### config.mk
export PLATFORM = sky130hd
export DESIGN_NAME = vga_mapa_grade_flat
export DESIGN_NICKNAME = d
export VERILOG_FILES = /design/src/rtl/vga_mapa_grade_if.sv /design/src/rtl/vga_mapa_grade.sv /design/src/flat_wrapper.sv
export SDC_FILE = /design/constraint.sdc
export NUM_CORES = 1
export LEC_CHECK = 0
export CAP_MARGIN = 15
export CORE_MARGIN = 5
export CORE_UTILIZATION = 35
export CTS_BUF_LIST = sky130_fd_sc_hd__clkbuf_8
export DETAILED_ROUTE_END_ITERATION = 6
export HOLD_SLACK_MARGIN = 0.08
export PLACE_DENSITY = 0.51
export SETUP_SLACK_MARGIN = 0.5
export SLEW_MARGIN = 30
export SYNTH_ARGS = -nofsm -noshare
export SYNTH_HDL_FRONTEND = slang
export SYNTH_SLANG_ARGS = --single-unit
### constraint.sdc
create_clock -name clk -period 2.3 [get_ports clk]
set_clock_uncertainty 0.2 [all_clocks]
set_input_delay 0.23 -clock clk [delete_from_list [all_inputs] [get_ports clk]]
set_output_delay 0.23 -clock clk [all_outputs]
set_load 0.02 [all_outputs]
### src/rtl/vga_mapa_grade_if.sv
// Board renderer bus: pixel stream from the timing generator,
// game-side cell write port, cursor buttons and colour/cursor outputs.
interface vga_mapa_grade_if #(
  parameter int N_COLS = 8,
  parameter int N_ROWS = 8
);
  localparam int CW = $clog2(N_COLS);
  localparam int RW = $clog2(N_ROWS);

  logic          areaAtiva;
  logic [9:0]    linha;
  logic [9:0]    coluna;
  logic          btn_up;
  logic          btn_down;
  logic          btn_left;
  logic          btn_right;
  logic          wr_en;
  logic [CW-1:0] wr_col;
  logic [RW-1:0] wr_row;
  logic [1:0]    wr_state;
  logic          clr;
  logic [CW-1:0] cursor_col;
  logic [RW-1:0] cursor_row;
  logic [1:0]    cursor_state;
  logic          rgb_r;
  logic          rgb_g;
  logic          rgb_b;

  modport master (
    output areaAtiva, linha, coluna,
    output btn_up, btn_down, btn_left, btn_right,
    output wr_en, wr_col, wr_row, wr_state, clr,
    input  cursor_col, cursor_row, cursor_state,
    input  rgb_r, rgb_g, rgb_b
  );

  modport slave (
    input  areaAtiva, linha, coluna,
    input  btn_up, btn_down, btn_left, btn_right,
    input  wr_en, wr_col, wr_row, wr_state, clr,
    output cursor_col, cursor_row, cursor_state,
    output rgb_r, rgb_g, rgb_b
  );
endinterface

### src/rtl/vga_mapa_grade.sv
// Battleship board renderer: gridlines, per-cell state colours and
// a blinking cursor, three register stages from pixel to rgb.
module vga_mapa_grade #(
  parameter int N_COLS       = 8,
  parameter int N_ROWS       = 8,
  parameter int X0           = 20,
  parameter int Y0           = 40,
  parameter int CELL_W       = 75,
  parameter int CELL_H       = 50,
  parameter int LINE_W       = 10,
  parameter int BLINK_FRAMES = 30
) (
  input logic clk,
  input logic rst_n,
  vga_mapa_grade_if.slave bus
);
  localparam int CW = $clog2(N_COLS);
  localparam int RW = $clog2(N_ROWS);
  localparam int XW = $clog2(CELL_W);
  localparam int YW = $clog2(CELL_H);
  localparam int BW = (BLINK_FRAMES > 1) ? $clog2(BLINK_FRAMES) : 1;

  localparam logic [10:0]   X_LO   = 11'(X0);
  localparam logic [10:0]   X_HI   = 11'(X0 + N_COLS*CELL_W + LINE_W);
  localparam logic [10:0]   Y_LO   = 11'(Y0);
  localparam logic [10:0]   Y_HI   = 11'(Y0 + N_ROWS*CELL_H + LINE_W);
  localparam logic [9:0]    X0_10  = 10'(X0);
  localparam logic [9:0]    Y0_10  = 10'(Y0);
  localparam logic [XW-1:0] X_LAST = XW'(CELL_W - 1);
  localparam logic [YW-1:0] Y_LAST = YW'(CELL_H - 1);
  localparam logic [XW-1:0] X_LW   = XW'(LINE_W);
  localparam logic [YW-1:0] Y_LW   = YW'(LINE_W);
  localparam logic [4:0]    C_MAX  = 5'(N_COLS);
  localparam logic [4:0]    R_MAX  = 5'(N_ROWS);
  localparam logic [CW-1:0] C_LAST = CW'(N_COLS - 1);
  localparam logic [RW-1:0] R_LAST = RW'(N_ROWS - 1);
  localparam logic [CW:0]   C_NUM  = (CW+1)'(N_COLS);
  localparam logic [RW:0]   R_NUM  = (RW+1)'(N_ROWS);
  localparam logic [BW-1:0] B_LAST = BW'(BLINK_FRAMES - 1);

  logic [N_ROWS-1:0][N_COLS-1:0][1:0] cells_q, cells_d;
  logic [CW-1:0] col_q, col_d;
  logic [RW-1:0] row_q, row_d;
  logic [1:0]    cst_q;
  logic          wr_ok;

  logic [XW-1:0] xm_q, xm_d;
  logic [YW-1:0] ym_q, ym_d;
  logic [4:0]    c_q, c_d;
  logic [4:0]    r_q, r_d;
  logic [9:0]    lin_q;
  logic          s1_q, s1_d;
  logic          xin, yin;

  logic          s2_q, g2_q, k2_q;
  logic          g2_d, k2_d, inb;
  logic [1:0]    st2_q, st2_d;
  logic [2:0]    rgb_q, rgb_d;

  logic          cmp_q, cmp_d, tick;
  logic [BW-1:0] bc_q, bc_d;
  logic          on_q, on_d;

  assign wr_ok = ({1'b0, bus.wr_col} < C_NUM) &&
                 ({1'b0, bus.wr_row} < R_NUM);

  // Cell store next state: clear wins over a single-cell write.
  always_comb begin
    cells_d = cells_q;
    if (bus.clr) begin
      cells_d = '0;
    end else if (bus.wr_en && wr_ok) begin
      cells_d[bus.wr_row][bus.wr_col] = bus.wr_state;
    end
  end

  // Cursor moves with wrap; opposing buttons cancel per axis.
  always_comb begin
    col_d = col_q;
    row_d = row_q;
    if (bus.btn_left && !bus.btn_right) begin
      col_d = (col_q == '0) ? C_LAST : col_q - CW'(1);
    end else if (bus.btn_right && !bus.btn_left) begin
      col_d = (col_q == C_LAST) ? '0 : col_q + CW'(1);
    end
    if (bus.btn_up && !bus.btn_down) begin
      row_d = (row_q == '0) ? R_LAST : row_q - RW'(1);
    end else if (bus.btn_down && !bus.btn_up) begin
      row_d = (row_q == R_LAST) ? '0 : row_q + RW'(1);
    end
  end

  // Cell store, cursor and the state under the cursor.
  always_ff @(posedge clk) begin
    if (!rst_n) begin
      cells_q <= '0;
      col_q   <= '0;
      row_q   <= '0;
      cst_q   <= 2'b00;
    end else begin
      cells_q <= cells_d;
      col_q   <= col_d;
      row_q   <= row_d;
      cst_q   <= cells_q[row_q][col_q];
    end
  end

  // Position trackers: reload at the grid origin, step per pixel/line.
  always_comb begin
    xm_d = (xm_q == X_LAST) ? '0 : xm_q + XW'(1);
    c_d  = c_q;
    if (xm_q == X_LAST && c_q != C_MAX) c_d = c_q + 5'd1;
    if (bus.coluna == X0_10) begin
      xm_d = '0;
      c_d  = '0;
    end
    ym_d = ym_q;
    r_d  = r_q;
    if (bus.linha == Y0_10) begin
      ym_d = '0;
      r_d  = '0;
    end else if (bus.linha != lin_q) begin
      ym_d = (ym_q == Y_LAST) ? '0 : ym_q + YW'(1);
      if (ym_q == Y_LAST && r_q != R_MAX) r_d = r_q + 5'd1;
    end
    xin  = ({1'b0, bus.coluna} >= X_LO) && ({1'b0, bus.coluna} < X_HI);
    yin  = ({1'b0, bus.linha} >= Y_LO) && ({1'b0, bus.linha} < Y_HI);
    s1_d = bus.areaAtiva && xin && yin;
  end

  // Stage 1: tracker state for the sampled pixel.
  always_ff @(posedge clk) begin
    if (!rst_n) begin
      xm_q  <= '0;
      ym_q  <= '0;
      c_q   <= '0;
      r_q   <= '0;
      lin_q <= '0;
      s1_q  <= 1'b0;
    end else begin
      xm_q  <= xm_d;
      ym_q  <= ym_d;
      c_q   <= c_d;
      r_q   <= r_d;
      lin_q <= bus.linha;
      s1_q  <= s1_d;
    end
  end

  // Gridline test, cell lookup and cursor match.
  always_comb begin
    inb   = (c_q < C_MAX) && (r_q < R_MAX);
    g2_d  = (xm_q < X_LW) || (ym_q < Y_LW);
    st2_d = 2'b00;
    k2_d  = 1'b0;
    if (inb) begin
      st2_d = cells_q[r_q[RW-1:0]][c_q[CW-1:0]];
      k2_d  = on_q && (c_q[CW-1:0] == col_q) &&
              (r_q[RW-1:0] == row_q);
    end
  end

  // Stage 2: classified pixel.
  always_ff @(posedge clk) begin
    if (!rst_n) begin
      s2_q  <= 1'b0;
      g2_q  <= 1'b0;
      k2_q  <= 1'b0;
      st2_q <= 2'b00;
    end else begin
      s2_q  <= s1_q;
      g2_q  <= g2_d;
      k2_q  <= k2_d;
      st2_q <= st2_d;
    end
  end

  // Colour select: gridline, then cursor, then cell state.
  always_comb begin
    rgb_d = 3'b000;
    if (s2_q) begin
      if (g2_q) begin
        rgb_d = 3'b001;
      end else if (k2_q) begin
        rgb_d = 3'b110;
      end else begin
        unique case (st2_q)
          2'd0:    rgb_d = 3'b000;
          2'd1:    rgb_d = 3'b010;
          2'd2:    rgb_d = 3'b100;
          default: rgb_d = 3'b111;
        endcase
      end
    end
  end

  // Stage 3: registered colour.
  always_ff @(posedge clk) begin
    if (!rst_n) rgb_q <= 3'b000;
    else        rgb_q <= rgb_d;
  end

  assign cmp_d = (bus.linha == 10'd0) && (bus.coluna == 10'd0);
  assign tick  = cmp_d && !cmp_q;

  // Blink phase flips every BLINK_FRAMES frame ticks.
  always_comb begin
    bc_d = bc_q;
    on_d = on_q;
    if (tick) begin
      if (bc_q == B_LAST) begin
        bc_d = '0;
        on_d = ~on_q;
      end else begin
        bc_d = bc_q + BW'(1);
      end
    end
  end

  // Frame-tick edge detector and blink state.
  always_ff @(posedge clk) begin
    if (!rst_n) begin
      cmp_q <= 1'b0;
      bc_q  <= '0;
      on_q  <= 1'b1;
    end else begin
      cmp_q <= cmp_d;
      bc_q  <= bc_d;
      on_q  <= on_d;
    end
  end

  assign bus.cursor_col   = col_q;
  assign bus.cursor_row   = row_q;
  assign bus.cursor_state = cst_q;
  assign bus.rgb_r        = rgb_q[2];
  assign bus.rgb_g        = rgb_q[1];
  assign bus.rgb_b        = rgb_q[0];
endmodule

### src/flat_wrapper.sv
// flat-port wrapper written by rule: the top's interface ports become plain ports
module vga_mapa_grade_flat 
#(
  parameter int N_COLS       = 8,
  parameter int N_ROWS       = 8,
  parameter int X0           = 20,
  parameter int Y0           = 40,
  parameter int CELL_W       = 75,
  parameter int CELL_H       = 50,
  parameter int LINE_W       = 10,
  parameter int BLINK_FRAMES = 30
)
  (clk, rst_n, bus_areaAtiva, bus_linha, bus_coluna, bus_btn_up, bus_btn_down, bus_btn_left, bus_btn_right, bus_wr_en, bus_wr_col, bus_wr_row, bus_wr_state, bus_clr, bus_cursor_col, bus_cursor_row, bus_cursor_state, bus_rgb_r, bus_rgb_g, bus_rgb_b);
  vga_mapa_grade_if #(.N_COLS(N_COLS), .N_ROWS(N_ROWS)) bus_i ();
  input logic clk;
  input logic rst_n;
  input wire logic [$bits(bus_i.areaAtiva)-1:0] bus_areaAtiva;
  input wire logic [$bits(bus_i.linha)-1:0] bus_linha;
  input wire logic [$bits(bus_i.coluna)-1:0] bus_coluna;
  input wire logic [$bits(bus_i.btn_up)-1:0] bus_btn_up;
  input wire logic [$bits(bus_i.btn_down)-1:0] bus_btn_down;
  input wire logic [$bits(bus_i.btn_left)-1:0] bus_btn_left;
  input wire logic [$bits(bus_i.btn_right)-1:0] bus_btn_right;
  input wire logic [$bits(bus_i.wr_en)-1:0] bus_wr_en;
  input wire logic [$bits(bus_i.wr_col)-1:0] bus_wr_col;
  input wire logic [$bits(bus_i.wr_row)-1:0] bus_wr_row;
  input wire logic [$bits(bus_i.wr_state)-1:0] bus_wr_state;
  input wire logic [$bits(bus_i.clr)-1:0] bus_clr;
  output wire logic [$bits(bus_i.cursor_col)-1:0] bus_cursor_col;
  output wire logic [$bits(bus_i.cursor_row)-1:0] bus_cursor_row;
  output wire logic [$bits(bus_i.cursor_state)-1:0] bus_cursor_state;
  output wire logic [$bits(bus_i.rgb_r)-1:0] bus_rgb_r;
  output wire logic [$bits(bus_i.rgb_g)-1:0] bus_rgb_g;
  output wire logic [$bits(bus_i.rgb_b)-1:0] bus_rgb_b;
  assign bus_i.areaAtiva = bus_areaAtiva;
  assign bus_i.linha = bus_linha;
  assign bus_i.coluna = bus_coluna;
  assign bus_i.btn_up = bus_btn_up;
  assign bus_i.btn_down = bus_btn_down;
  assign bus_i.btn_left = bus_btn_left;
  assign bus_i.btn_right = bus_btn_right;
  assign bus_i.wr_en = bus_wr_en;
  assign bus_i.wr_col = bus_wr_col;
  assign bus_i.wr_row = bus_wr_row;
  assign bus_i.wr_state = bus_wr_state;
  assign bus_i.clr = bus_clr;
  assign bus_cursor_col = bus_i.cursor_col;
  assign bus_cursor_row = bus_i.cursor_row;
  assign bus_cursor_state = bus_i.cursor_state;
  assign bus_rgb_r = bus_i.rgb_r;
  assign bus_rgb_g = bus_i.rgb_g;
  assign bus_rgb_b = bus_i.rgb_b;
  vga_mapa_grade #(.N_COLS(N_COLS), .N_ROWS(N_ROWS), .X0(X0), .Y0(Y0), .CELL_W(CELL_W), .CELL_H(CELL_H), .LINE_W(LINE_W), .BLINK_FRAMES(BLINK_FRAMES)) u_core (.clk(clk), .rst_n(rst_n), .bus(bus_i));
endmodule
Word level (Yosys, flattened, before mapping):

Cells that the tools add are included.
Widths: inputs -> output; s select.

* register bits: 185
* input bits: 37
* output and inout port bits: 11
* word-level logic and storage cells: 189

* add/sub/neg operators: 9
* $lt $le $gt $ge: 16
* eq/ne operators: 14
* mux-type cells: 26
* bitwise operators: 3
* reduce and logical (&&, ||, !) cells: 39

Operator list (count)
* $bwmux 128: 1
* $bmux 16 s3: 2
* $demux 16 s3: 1
* $mux 16: 3
* $mux 3: 9
* $lt 3x4->1 const B: 6
* $logic_not 10->1: 2
* $logic_and 1x1->1: 17
* $add 5x1->5 const B: 3
* $bmux 2 s3: 2
* $eq 10x5->1 const B: 1
* $eq 10x6->1 const B: 1
* $ge 10x5->1 const B: 1
* $ge 10x6->1 const B: 1
* $lt 10x10->1 const B: 1
* $lt 10x9->1 const B: 1
* $lt 5x4->1 const B: 2
* $ne 10x10->1: 1
* $ne 5x4->1 const B: 2
* $pmux 3 s3: 1
* $reduce_and 2->1: 4
* $add 7x1->7 const B: 1
* $eq 7x7->1 const B: 1
* $lt 7x4->1 const B: 1
* 24 further kinds: 42

Longest topological paths before layout:

* depth in word-level cells: 7
* gate-level depth with buffers: 9
* gate-level depth less buffers: 7

Worst setup path before layout:

No wires, ideal clock.

* path type: reg-to-reg
* start: register u_core.row_q[0] (netlist: u_core.bus.cursor_row[0])
* end: register u_core.cst_q[1] (netlist: u_core.bus.cursor_state[1])
* setup time: 0.117 ns
* arrival time: 1.892 ns
* data required time: 1.983 ns
* path slack: 0.092 ns
* stages on the path, launching flop included: 7
* path buffers: 2
* period minus slack after synthesis: 2.208 ns
* path through: dfxtp_1 > buf_6 > buf_6 > mux4_2 > a2111oi_2 > nor3_1 > a22o_1

* word-level cells in the longest chain between the ends: 4

RTL lines
* start, declared: line vga_mapa_grade.sv:43 `logic [RW-1:0] row_q, row_d;`
* start signal, assigned: line vga_mapa_grade.sv:103 `row_q <= row_d;`
* $bmux 16 s3: line vga_mapa_grade.sv:104 `cst_q <= cells_q[row_q][col_q];`
* $mux 16 (implied by the code): line vga_mapa_grade.sv:104
* $bmux 2 s3: line vga_mapa_grade.sv:104
* $mux 2 (implied by the code): line vga_mapa_grade.sv:104
* end signal, assigned: line vga_mapa_grade.sv:104
* end, declared: line vga_mapa_grade.sv:44 `logic [1:0] cst_q;`

Every way passes these cells. The select of a mux whose other input is x is not followed.
A chain may end at the register's enable or synchronous reset.

Worst setup path in the final report:

* start: register u_core.r_q[0]
* end: register u_core.st2_q[0]

* word-level cells in the longest chain between the ends: 4
* elaborated cells on any way between the ends: 7
* classes of those cells: order compare: 1; mux: 4; reduce/logical: 2

RTL lines
* start, declared: line vga_mapa_grade.sv:50 `logic [4:0] r_q, r_d;`
* start signal, assigned: line vga_mapa_grade.sv:144 `r_q <= r_d;`
* $bmux 16 s3: line vga_mapa_grade.sv:157 `st2_d = cells_q[r_q[RW-1:0]][c_q[CW-1:0]];`
* $mux 16 (implied by the code): line vga_mapa_grade.sv:157
* $bmux 2 s3: line vga_mapa_grade.sv:157
* $mux 2 (implied by the code): line vga_mapa_grade.sv:157
* end signal, assigned: line vga_mapa_grade.sv:174 `st2_q <= st2_d;`
* end, declared: line vga_mapa_grade.sv:57 `logic [1:0] st2_q, st2_d;`

Several ways; a longest one is shown, not always the timed one. The select of a mux whose other input is x is not followed.

==> results.cfg <==
[critical_path]
slowest_stage = mux4_2
start_kind = flip-flop
crit_start = u_core.r_q[0]$_SDFFE_PP0P_
criticalPathCategory = reg -> reg
critPathMaxFanout = 4
cpPeakStageDelay_ns = 0.49
rr_startpoint = u_core.r_q[0]$_SDFFE_PP0P_
cp_data_required_time_ns = 2.47
arrival_ns = 2.28
path_cells = buf_12 -> mux4_2 -> mux2_4 -> o22ai_2 -> nand2_1 -> a22o_1
critPathCaptureType = flip-flop

[clock_tree]
clockBufferDepth = 2
cts_sinks = 185
clock_latency_ns = 0.48
htreeDepth = 4
cts_tree = yes
clockRootBuffer = clkbuf_8
clk_pin_slew_worst_paths_ns = 0.10
cts-buffers-inserted = 17

[global_route]
grt_max_degree = 65
grt_pass1_wl_mm = 46.3
grt_antenna_before_repair = 0
grt_pass1_vias = 8053
overflow = 0
grt_use_total = 0.187

[finish]
nets = 1252
drive_gt1_frac = 0.250
antenna_cells = 0
syn2layout_area_growth_pct = 25.6
stdcell_count = 1586

[yosys]
synth_seq_cells = 185
yosys.area_share.simple = 0.199
synth_edf_count = 0
synthTopCellsByCount = dfxtp_1 (185), nand2_1 (150), nor2_1 (130), a21oi_1 (74), mux2i_1 (70)
synth_mux_area_frac = 0.220
synthAdderAreaFrac = 0.0253
synth_nets = 1136
synth_compound_area_frac = 0.110
syn-cell-area_sq_um = 9890
synth.most_common_cell = dfxtp_1
synth_xor_area_frac = 0.0266
synth_top_family_by_area = multiplexers
seq_area_frac_synth = 0.374
synthTopCellsByArea = dfxtp_1 (37%), mux4_2 (14%), mux2i_1 (7.1%)
synth_top_area_cell = dfxtp_1
synthDistinctLibCells = 61
synth_ff_type = dfxtp_1
syn_area_per_cell_sq_um = 9.17
async_reset_ff_frac = 0
synth_top_area_share = 0.374
synth_warnings = 0
netlist_instances = 1079

[run_status]
status = finished, final reports clean

[floorplan]
num_io_pins = 48
initial_core_util = 0.355
die_y_um = 178
std_cell_rows = 61
core_sq_um = 27900
die_w_um = 178
dieArea_sq_um = 31700

[routing]
ant_nets = 0
drc_errors = 0
drt-total-wl_mm = 29.5
dr.pass1.iters = 6
drt_iter0_markers = 531
routed_via_density = 5.35
vias = 8486
wl_per_cell_um = 18.6

[power]
peakVddDrop_mv = 0.498
leakage_nw = 4.56
power_mw = 6.40
power.density_nw_per_um2 = 515

[placed_design]
post-dp-hpwl_mm = 20.6
port_buffers = 47
placed_cells = 1512
routabilityCongestion = 0.837

[sta]
hold_violations = 0
clock.fmax_ghz = 0.474
rsz0062_at_grt = yes
timing.final.crit_share = 0.917
setup_viol = 0
worst_pin_slew_ns = 0.424
drv_slew = 0
fin_crit_ns = 2.11
hold_ws_ns = 0.111
slew_headroom = 0.717

[min_path]
min_from = bus_coluna[7]
hold_path.class = in -> reg

[run]
cap_violations = 0
[logic make-up after synthesis]
group | Yosys count
and+or+nand+nor | 432
DFF | 185
xor gates and xnor gates | 30
muxes | 136
buffers and inverters | 98
AOI/OAI and AO/OA | 178
adders and majority gates | 20
[critical path: cells and delay by family, from the launching register on]
| kind | cells | cell delay, ns |
|---|---|---|
| AOI/OAI and AO/OA | 2 | 0.39 |
| buffers and inverters | 1 | 0.13 |
| DFF | 1 | 0.42 |
| muxes | 2 | 0.80 |
| and+or+nand+nor | 1 | 0.07 |
[path summary, 6_finish.rpt]
check | cells past startpoint | slack [ns] | end
setup / recovery | 6 | 0.19 | u_core.st2_q[0]$_SDFF_PN0_
hold / removal | 5 | 0.11 | u_core.cmp_q$_SDFF_PN0_
setup reg to reg | 6 | 0.19 | u_core.st2_q[0]$_SDFF_PN0_
hold reg to reg | 1 | 0.26 | u_core.xm_q[0]$_SDFF_PP0_
[placed cells by master, fill, tap and decap left out, drive strengths merged, types with 10 or more instances in the layout]
| master | synthesis | routed |
|---|---|---|
| nand3 | 51 | 51 |
| nor2b | 12 | 12 |
| clkbuf | 53 | 19 |
| mux4 | 64 | 64 |
| clkdlybuf4s50 | 0 | 29 |
| nand2 | 150 | 150 |
| inv | 17 | 23 |
| ha | 20 | 20 |
| buf | 26 | 126 |
| nor2 | 130 | 130 |
| a31oi | 10 | 10 |
| nor3 | 17 | 17 |
| and2 | 13 | 13 |
| xnor2 | 23 | 23 |
| nand4 | 10 | 10 |
| o21ai | 43 | 43 |
| a21oi | 74 | 74 |
| mux2i | 70 | 70 |
| dfxtp | 185 | 185 |
[layer usage]
metal / GRT usage / vias to the layer above / share of wire
met5: 0 / - / 0
met4: 0.0496 / 0 / 0.019
met3: 0.0362 / 30 / 0.046
met2: 0.300 / 174 / 0.47
met1: 0.260 / 4170 / 0.47
li1: - / 4112 / -
[timing repair]
item,in CTS,in global routing
resized for setup,61,39
hold buffers,3,3
setup endpoints to repair,34,31
hold endpoints to repair,68,3
pin swaps,22,18
buffers inserted,26,8
cloned,2,0
[layout make-up]
cell class,instances,area (sq um)
Multi-Input combinational cell,796,6060
Clock inverter,14,111
Inverter,19,82.6
Fill cell,2743,15400
Clock buffer,18,248
Tap cell,378,473
Timing Repair Buffer,176,1720
Sequential cell,185,3730
[sequential cells by signal (all words and copies together) (netlist names), 3 cells and up]
register and cells:
u_core.r_q 5, u_core.c_q 5, u_core.xm_q 7, u_core.ym_q 6
u_core.rgb_q 3, u_core.bus.cursor_col 3, u_core.lin_q 10, u_core.cells_q 128
u_core.bus.cursor_row 3, u_core.bc_q 5
[report_power, final]
| group | switching [mW] | internal (mW) | total, mW |
|---|---|---|---|
| Sequential | 0.0599 | 3.25 | 3.31 |
| Combinational | 0.537 | 0.456 | 0.994 |
| Clock | 1.30 | 0.799 | 2.10 |
| Total | 1.89 | 4.50 | 6.40 |
[per-stage QoR]
| stage | setup WS (ns) | utilization | cell area [sq um] | setup TNS, ns |
|---|---|---|---|---|
| 4_1_cts | 0.207 | 0.438 | 12200 | 0 |
| 3_5_place_dp | -0.0645 | 0.407 | 11300 | -0.331 |
| 6_report | 0.190 | 0.446 | 12400 | 0 |
| 3_3_place_gp | -0.0258 | 0.407 | 11300 | -0.173 |
| 2_1_floorplan | 0.287 | - | 10000 | 0 |
| 5_1_grt | 0.133 | 0.446 | 12400 | 0 |
Note: power is estimated with default switching activity, not from simulation.
